$ cat config.mk
export PLATFORM = sky130hd
export DESIGN_NAME = bcp_assign_unit
export DESIGN_NICKNAME = d
export VERILOG_FILES = /design/src/rtl/bcp_pkg.sv /design/src/rtl/bcp_impl_fifo.sv /design/src/rtl/bcp_assign_unit.sv
export SDC_FILE = /design/constraint.sdc
export NUM_CORES = 1
export LEC_CHECK = 0
export BUFFER_PORTS_ARGS = -buffer_cell sky130_fd_sc_hd__buf_2
export CAP_MARGIN = 25
export CORE_UTILIZATION = 57
export CTS_CLUSTER_SIZE = 20
export DETAILED_ROUTE_END_ITERATION = 8
export PLACE_DENSITY = 0.83
export SETUP_SLACK_MARGIN = 0.4
export SYNTH_ARGS = -nofsm -noshare
export SYNTH_HDL_FRONTEND = slang
export SYNTH_HIERARCHICAL = 1
export SYNTH_SLANG_ARGS = --single-unit
$ cat constraint.sdc
create_clock -name clock -period 3.51 [get_ports clock]
set_input_delay 0.1755 -clock clock [delete_from_list [all_inputs] [get_ports clock]]
set_output_delay 0.1755 -clock clock [all_outputs]
set_load 0.005 [all_outputs]
$ cat src/rtl/bcp_pkg.sv
// Shared definitions for the BCP assign unit: FSM state encoding, default sizes,
// and implication entry layout ({mask, value}, mask in the upper half).
package bcp_pkg;

   localparam int unsigned BCP_VAR_NUM    = 8;
   localparam logic [15:0] IMPL_COUNT_MAX = 16'hFFFF;

   typedef enum logic [1:0] {
      IDLE     = 2'd0,
      RUN      = 2'd1,
      DONE     = 2'd2,
      CONFLICT = 2'd3
   } bcp_state_t;

endpackage

$ cat src/rtl/bcp_impl_fifo.sv
// Implication buffer: synchronous FIFO with push/pop/flush, full/empty flags and
// asynchronous active-high reset. Flush wins over push and pop in the same cycle.
module bcp_impl_fifo #(
   parameter int unsigned WIDTH = 16,
   parameter int unsigned DEPTH = 4
) (
   input  logic             clock,
   input  logic             reset,
   input  logic             push,
   input  logic [WIDTH-1:0] push_data,
   input  logic             pop,
   input  logic             flush,
   output logic [WIDTH-1:0] head,
   output logic             full,
   output logic             empty
);

   localparam int unsigned AW = $clog2(DEPTH);

   logic [WIDTH-1:0] mem [DEPTH];
   logic [AW-1:0]    wr_ptr;
   logic [AW-1:0]    rd_ptr;
   logic [AW:0]      count;
   logic             do_push;
   logic             do_pop;

   assign full    = (count == (AW+1)'(DEPTH));
   assign empty   = (count == '0);
   assign do_push = push && !full;
   assign do_pop  = pop && !empty;
   assign head    = mem[rd_ptr];

   always_ff @(posedge clock or posedge reset) begin
      if (reset) begin
         wr_ptr <= '0;
         rd_ptr <= '0;
         count  <= '0;
      end else if (flush) begin
         wr_ptr <= '0;
         rd_ptr <= '0;
         count  <= '0;
      end else begin
         if (do_push) wr_ptr <= wr_ptr + 1'b1;
         if (do_pop)  rd_ptr <= rd_ptr + 1'b1;
         case ({do_push, do_pop})
            2'b10:   count <= count + 1'b1;
            2'b01:   count <= count - 1'b1;
            default: ;
         endcase
      end
   end

   always_ff @(posedge clock) begin
      if (do_push) mem[wr_ptr] <= push_data;
   end

endmodule

$ cat src/rtl/bcp_assign_unit.sv
// BCP implication consumer: buffers implications, applies one per cycle to the
// assignment/free vectors and detects conflicts. Optional macro: BCP_IMPL_COUNT_EN.
module bcp_assign_unit
   import bcp_pkg::*;
#(
   parameter int unsigned VAR_NUM    = BCP_VAR_NUM,
   parameter int unsigned FIFO_DEPTH = 4
) (
   input  logic               clock,
   input  logic               reset,
   input  logic               start,
   input  logic [VAR_NUM-1:0] init_assignment,
   input  logic [VAR_NUM-1:0] init_free,
   input  logic               round_end,
   input  logic               imp_valid,
   output logic               imp_ready,
   input  logic [VAR_NUM-1:0] imp_mask,
   input  logic [VAR_NUM-1:0] imp_value,
   output logic [VAR_NUM-1:0] assignment,
   output logic [VAR_NUM-1:0] free,
   output logic               assign_update,
   output logic               busy,
   output logic               done,
   output logic               conflict,
   output logic [VAR_NUM-1:0] conflict_var
`ifdef BCP_IMPL_COUNT_EN
   ,
   output logic [15:0]        impl_count
`endif
);

   bcp_state_t           state;
   bcp_state_t           next_state;
   logic                 pending_end;
   logic                 push;
   logic                 pop;
   logic                 flush;
   logic                 full;
   logic                 empty;
   logic [2*VAR_NUM-1:0] head;
   logic [VAR_NUM-1:0]   head_mask;
   logic [VAR_NUM-1:0]   head_value;
   logic [VAR_NUM-1:0]   hit;
   logic [VAR_NUM-1:0]   newly_set;
   logic                 conflict_now;

   assign {head_mask, head_value} = head;
   assign hit          = head_mask & ~free & (assignment ^ head_value);
   assign newly_set    = head_mask & free;
   assign pop          = (state == RUN) && !empty && !start;
   assign conflict_now = pop && (hit != '0);
   assign push         = imp_valid && imp_ready && !start;
   assign flush        = start || conflict_now;

   bcp_impl_fifo #(
      .WIDTH (2*VAR_NUM),
      .DEPTH (FIFO_DEPTH)
   ) u_fifo (
      .clock     (clock),
      .reset     (reset),
      .push      (push),
      .push_data ({imp_mask, imp_value}),
      .pop       (pop),
      .flush     (flush),
      .head      (head),
      .full      (full),
      .empty     (empty)
   );

   always_ff @(posedge clock or posedge reset) begin
      if (reset) state <= IDLE;
      else       state <= next_state;
   end

   always_comb begin
      next_state = state;
      if (start) begin
         next_state = RUN;
      end else if (state == RUN) begin
         if (conflict_now)
            next_state = CONFLICT;
         else if ((pending_end || round_end) && empty && !push)
            next_state = DONE;
      end
   end

   always_comb begin
      imp_ready = (state == RUN) && !full;
      busy      = (state == RUN);
      done      = (state == DONE);
      conflict  = (state == CONFLICT);
   end

   always_ff @(posedge clock or posedge reset) begin
      if (reset) begin
         assignment    <= '0;
         free          <= '1;
         conflict_var  <= '0;
         pending_end   <= 1'b0;
         assign_update <= 1'b0;
      end else if (start) begin
         assignment    <= init_assignment;
         free          <= init_free;
         conflict_var  <= '0;
         pending_end   <= 1'b0;
         assign_update <= 1'b0;
      end else begin
         assign_update <= 1'b0;
         if ((state == RUN) && round_end) pending_end <= 1'b1;
         if (pop) begin
            if (hit != '0) begin
               conflict_var <= hit;
            end else begin
               assignment    <= (assignment & ~head_mask) | (head_value & head_mask);
               free          <= free & ~head_mask;
               assign_update <= (newly_set != '0);
            end
         end
      end
   end

`ifdef BCP_IMPL_COUNT_EN
   always_ff @(posedge clock or posedge reset) begin
      if (reset)
         impl_count <= '0;
      else if (start)
         impl_count <= '0;
      else if (pop && (hit == '0) && (newly_set != '0) && (impl_count != IMPL_COUNT_MAX))
         impl_count <= impl_count + 16'd1;
   end
`endif

endmodule

== Word level (Yosys, flattened, before mapping) ==
Memory sizes are Yosys's and may differ from the RTL's.
Index checks and enable logic that the tools add are counted.

* Flip-flop bits (word level): 35
* Bits in latches: 0
* Memory bits (writable): 64
* Bits in read-only memories: 0
* Input bits: 37
* Output and inout port bits: 29
* Word-level logic and storage cells: 88
* Memories kept: 1

{| class="wikitable"
|+ Memory list
! memory !! words !! width !! rd ports !! clocked after Yosys merged registers in !! write ports !! RTL line !! RTL
|-
| u_fifo.mem || 4 || 16 || 1 || 0 || 1 || bcp_impl_fifo.sv:20 || <nowiki>logic [WIDTH-1:0] mem [DEPTH];</nowiki>
|}

* Add/subtract/negate cells: 4
* Multiply operators: 0
* Divide/modulo/power cells: 0
* Order comparisons: 0
* Equality and inequality tests: 7
* Shifts and indexed selects: 0
* Multiplexer cells: 26
* Bitwise gates (word level): 10
* Reductions and logical operators: 31

{| class="wikitable"
|+ Operators by type and width
! operator !! count
|-
| $mux W8 || 9
|-
| $and A8 B8 Y8 || 6
|-
| $mux W2 || 8
|-
| $not A8 Y8 || 2
|-
| $reduce_bool A8 Y1 || 2
|-
| $reduce_bool A2 Y1 || 6
|-
| $logic_and A1 B1 Y1 || 11
|-
| $or A8 B8 Y8 || 1
|-
| $xor A8 B8 Y8 || 1
|-
| $mux W1 || 7
|-
| $eq A2 B2 Y1 const B || 3
|-
| $pmux W3 S2 || 1
|-
| $reduce_and A2 Y1 || 3
|-
| $reduce_bool A3 Y1 || 2
|-
| $add A2 B1 Y2 const B || 2
|-
| $eq A2 B1 Y1 const B || 2
|-
| $logic_not A1 Y1 || 4
|-
| $add A3 B1 Y3 const B || 1
|-
| $eq A3 B3 Y1 const B || 1
|-
| $logic_not A3 Y1 || 1
|-
| $mux W3 || 1
|-
| $sub A3 B1 Y3 const B || 1
|-
| $logic_or A1 B1 Y1 || 2
|-
| $ne A2 B2 Y1 const B || 1
|}

== Longest topological paths before layout ==
* Word-level depth: 11
* Mapped depth: 12
* Depth with buffers taken out: 9

== By module ==
The synthesis kept the hierarchy.

{| class="wikitable"
|+ By module, submodules not included
! module !! times used !! cells an instance !! area each (um^2) !! sequential area each (um^2)
|-
| bcp_impl_fifo || 1 || 151 || 2920.3 || 2097.0
|-
| bcp_assign_unit || 1 || 166 || 1542.7 || 710.7
|}

== Least setup slack after synthesis ==
No wires, ideal clock.

* Path kind: flip-flop to flip-flop
* From: reg u_fifo.rd_ptr[0]
* To: reg u_fifo.count[0]
* Library setup time: 0.110 ns
* Data arrival time: 2.870 ns
* Data required time: 3.400 ns
* Slack: 0.530 ns
* Cell stages (with the launch flop): 12
* Path buffers: 4
* Period minus slack after synthesis: 2.980 ns
* Cells stage by stage: dfrtp_1 buf_4 buf_6 mux4_2 xnor2_1 o32ai_1 or4_1 buf_6 a21oi_4 inv_1 buf_1 o41ai_1

* Cells in the longest elaborated chain, start to end: 7
* Elaborated cells on any way between the ends: 9
* Classes of those cells: mux: 1; bitwise: 3; reduce/logical: 4; memory: 1

{| class="wikitable"
|+ RTL lines
! item !! RTL line !! RTL
|-
| start, declared || bcp_impl_fifo.sv:22 || <nowiki>logic [AW-1:0] rd_ptr;</nowiki>
|-
| start signal, assigned || bcp_impl_fifo.sv:44 || <nowiki>if (do_pop) rd_ptr <= rd_ptr + 1'b1;</nowiki>
|-
| $mem_v2 Z4 W16 (*) || n/a ||
|-
| net head[6] || bcp_assign_unit.sv:40 || <nowiki>logic [2*VAR_NUM-1:0] head;</nowiki>
|-
| $xor A8 B8 Y8 (*) || bcp_assign_unit.sv:48 || <nowiki>assign hit = head_mask & ~free & (assignment ^ head_value);</nowiki>
|-
| $and A8 B8 Y8 (*) || bcp_assign_unit.sv:48 ||
|-
| $reduce_bool A8 Y1 (*) || bcp_assign_unit.sv:51 || <nowiki>assign conflict_now = pop && (hit != '0);</nowiki>
|-
| $logic_and A1 B1 Y1 (*) || bcp_assign_unit.sv:51 ||
|-
| $logic_or A1 B1 Y1 (*) || bcp_assign_unit.sv:53 || <nowiki>assign flush = start || conflict_now;</nowiki>
|-
| net flush || bcp_assign_unit.sv:37 || <nowiki>logic flush;</nowiki>
|-
| $reduce_bool A3 Y1 (no source line) or $mux W3 (tied branches) || n/a ||
|-
| end signal, assigned || bcp_impl_fifo.sv:46 || <nowiki>2'b10: count <= count + 1'b1;</nowiki>
|-
| end signal, assigned || bcp_impl_fifo.sv:47 || <nowiki>2'b01: count <= count - 1'b1;</nowiki>
|-
| end, declared || bcp_impl_fifo.sv:23 || <nowiki>logic [AW:0] count;</nowiki>
|}

The timed path passes the listed nets; every way through them passes the cells marked *.
A chain may end at the register's enable or synchronous reset.

== Final worst setup path ==
Ends and elaborated chain as after synthesis.

==> reports/metrics.csv <==
stage,metric,value,unit
worst_setup_path,cp-end-kind,flop,
sta,period_share,0.845,
logic_synthesis,ys_seq_area_frac,0.629,
sta,relSlewSlack,0.438,
global_routing,overflow,0,
logic_synthesis,synth_seq_cells,99,
logic_synthesis,async_reset_ff_frac,0.354,
logic_synthesis,syn_inst,317,
floorplanning,die_h,90.5,um
global_routing,grt_max_degree,27,
logic_synthesis,yosys_most_used_dff,edfxtp_1,
worst_setup_path,worst-setup-path-type,flop to flop,
layout,layout-drive-gt1-share,0.331,
worst_setup_path,path_cells,"buf_8, mux4_2, xnor2_1, o32ai_1, or4_1, a21oi_4, inv_1, o41ai_2",
route,drtPass1Iterations,4,
job,drv_cap,0,
layout,final_cells,489,
floorplanning,die_x,90.5,um
logic_synthesis,syn-num-nets,359,
layout,layout_common_cells,"65 x buf_2, 64 x edfxtp_1, 28 x o21ai_0",
layout,design_area,0.00513,mm2
sta,finalCriticalPeriod,2960,ps
cts,cts_buffers,9,
worst_setup_path,critPathBufInv,2,
floorplanning,rows,31,
power,power.density,459,mW/mm2
placed_design,place_inst,468,
min_path,hold_path.class,input pin to flop,
sta,hold_violations,0,
cts,clk_latency,370,ps
layout,antennaDiodeCount,0,
global_routing,first_global_vias,2869,
status,outcome,completed,
placed_design,gp_congestion,0.866,
layout,nets,427,
sta,rsz0062_at_grt,false,
worst_setup_path,r2r_slack,550,ps
sta,maxSlewViolCount,0,
worst_setup_path,slowest_delay,590,ps
worst_setup_path,crit_family,compound AO/OA/AOI/OAI gates,
layout,final_common_cell,buf_2,
power,p_leak,0.00194,uW
worst_setup_path,arrival,3230,ps
global_routing,antenna_found_initial,0,
floorplanning,die_area,0.00819,mm2
worst_setup_path,worstPathRequired,3780,ps
route,route.detailed.wl_per_inst,18.1,um
min_path,worstHoldStart,imp_mask[0],
logic_synthesis,synth-edff-count,64,
logic_synthesis,avgSynthCellArea,14.1,um2
worst_setup_path,cp.depth,8,
cts,cts_tree,yes,
sta,setup_tns,0,ps
cts,htreeDepth,3,
min_path,hold_end,u_fifo/mem[1][8],
placed_design,io_buffers,65,
placed_design,postPlaceCellArea,0.00485,mm2
worst_setup_path,r2r_cells,8,
sta,setup_viol,0,
logic_synthesis,netlist_area,0.00446,mm2
route,via_count,2851,
route,ant_nets,0,
sta,hold_slack,13.4,ps
floorplanning,start_util,0.602,
floorplanning,io_pins,66,
sta,worstMarginPinSlew,842,ps
worst_setup_path,reg2reg_to,u_fifo/count[0],
floorplanning,core_region_area,0.00741,mm2
sta,fin_skew,14.7,ps
min_path,min_path_cells,1,
cts,cts_buffer_depth,2,
global_routing,grt_use_total,0.235,
cts,clkTransAtPathRegs,110,ps
logic_synthesis,synth_cell_type_count,50,
worst_setup_path,critPathSlowestCell,or4_1,
worst_setup_path,r2r-start,u_fifo/rd_ptr[0],
layout,area_growth,14.9,%
logic_synthesis,ys.warnings.count,6,
power,peakVddDrop,270,uV
cts,root_buffer,clkbuf_8,
worst_setup_path,critPathMaxFanout,17,
route,routed_wl,8860,um
worst_setup_path,cp-start-kind,flop,
route,via_per_inst,5.83,
route,drc,0,
route,drt_iter0_drc,151,
sta,fmax,337,MHz
cts,clock-sinks,99,
global_routing,grt_pass1_wl,14600,um
placed_design,dp_hpwl,6280,um
[power breakdown]
| group | internal (uW) | switching [uW] |
|---|---|---|
| Sequential | 1300 | 37.8 |
| Combinational | 119 | 159 |
| Clock | 289 | 450 |
| Total | 1710 | 647 |
[through the flow]
stage | utilization | power (uW) | worst slack [ps]
finish | 0.692 | 2350 | 546
global route | 0.692 | 2440 | 406
CTS | 0.691 | 2360 | 473
detailed placement | 0.655 | 1630 | 312
global placement | 0.652 | 1620 | 454
floorplan | - | 1530 | 530
[sequential cells by signal (all words and copies together) (netlist names), named ones only]
| signal | cells |
|---|---|
| pending_end | 1 |
| u_fifo/count | 3 |
| u_fifo/rd_ptr | 2 |
| conflict_var | 8 |
| assign_update | 1 |
| u_fifo/mem | 64 |
| free | 8 |
| u_fifo/wr_ptr | 2 |
| state | 2 |
[final cells by class]
type | count | area [um2]
Timing Repair Buffer | 76 | 438
Inverter | 16 | 72.6
Multi-Input combinational cell | 183 | 1470
Tap cell | 99 | 124
Fill cell | 506 | 2280
Sequential cell | 99 | 2810
Clock inverter | 7 | 88.8
Clock buffer | 9 | 124
[worst max-delay path by stage]
stage	from	slack, ps	end
after floorplan	u_fifo/rd_ptr[0]	530	u_fifo/count[0]
after global placement	u_fifo/rd_ptr[0]	450	u_fifo/count[0]
after detailed placement	u_fifo/rd_ptr[0]	310	u_fifo/count[0]
after CTS	u_fifo/rd_ptr[0]	470	u_fifo/count[0]
after global routing	u_fifo/rd_ptr[0]	410	u_fifo/count[0]
final	u_fifo/rd_ptr[0]	550	u_fifo/count[0]
[worst reg2reg max path, cell delays in order (launching register included)]
cell and delay [ps]:
dfrtp_1 390, buf_8 220, mux4_2 550, xnor2_1 240
o32ai_1 110, or4_1 590, a21oi_4 230, inv_1 190
o41ai_2 350
[cell usage after synthesis, types with 2 or more instances]
cell type	number	area share
nor3_1	7	0.0078
o21ai_0	28	0.031
buf_2	7	0.0078
edfxtp_1	64	0.43
ha_1	4	0.011
o21a_1	9	0.015
xor2_1	2	0.0039
and3_2	4	0.0067
nand3_1	12	0.013
o22a_1	8	0.016
a211oi_1	2	0.0034
o21ai_2	2	0.0039
nand2_1	17	0.014
inv_1	15	0.013
a21oi_1	4	0.0045
buf_6	5	0.013
and2_1	2	0.0028
xnor2_2	2	0.0073
xnor2_1	7	0.014
a22oi_1	4	0.0067
dfstp_2	8	0.047
nand2b_1	8	0.011
o32ai_1	4	0.0078
nor2_1	13	0.011
dfrtp_1	27	0.15
a22o_1	8	0.016
clkbuf_1	5	0.0042
mux4_2	16	0.081
or2_2	2	0.0028
[routing by layer]
| metal | up-vias | wire length, um | GRT usage | share of wire |
|---|---|---|---|---|
| li1 | 1332 | - | - | - |
| met1 | 1382 | 3740 | 0.317 | 0.42 |
| met2 | 121 | 4380 | 0.387 | 0.49 |
| met3 | 16 | 570 | 0.0311 | 0.064 |
| met4 | 0 | 164 | 0.0981 | 0.019 |
| met5 | - | 0 | 0 | 0 |
[logic make-up after synthesis]
| group | share of synthesized area |
|---|---|
| compound gates | 0.123 |
| flops | 0.629 |
| xor+xnor | 0.0250 |
| fa+ha+maj | 0.0157 |
| buf+inv | 0.0435 |
| simple gates | 0.0833 |
| mux | 0.0807 |
[repair_timing]
action	4_1_cts	5_1_grt
setup buffers	1	0
pin swaps	1	0
endpoints found under the setup margin	1	1
gates resized for setup	1	2
cloned	0	0
hold buffers	4	0
endpoints found under the hold margin	33	0
No activity file was read; power rests on OpenSTA's default activity.
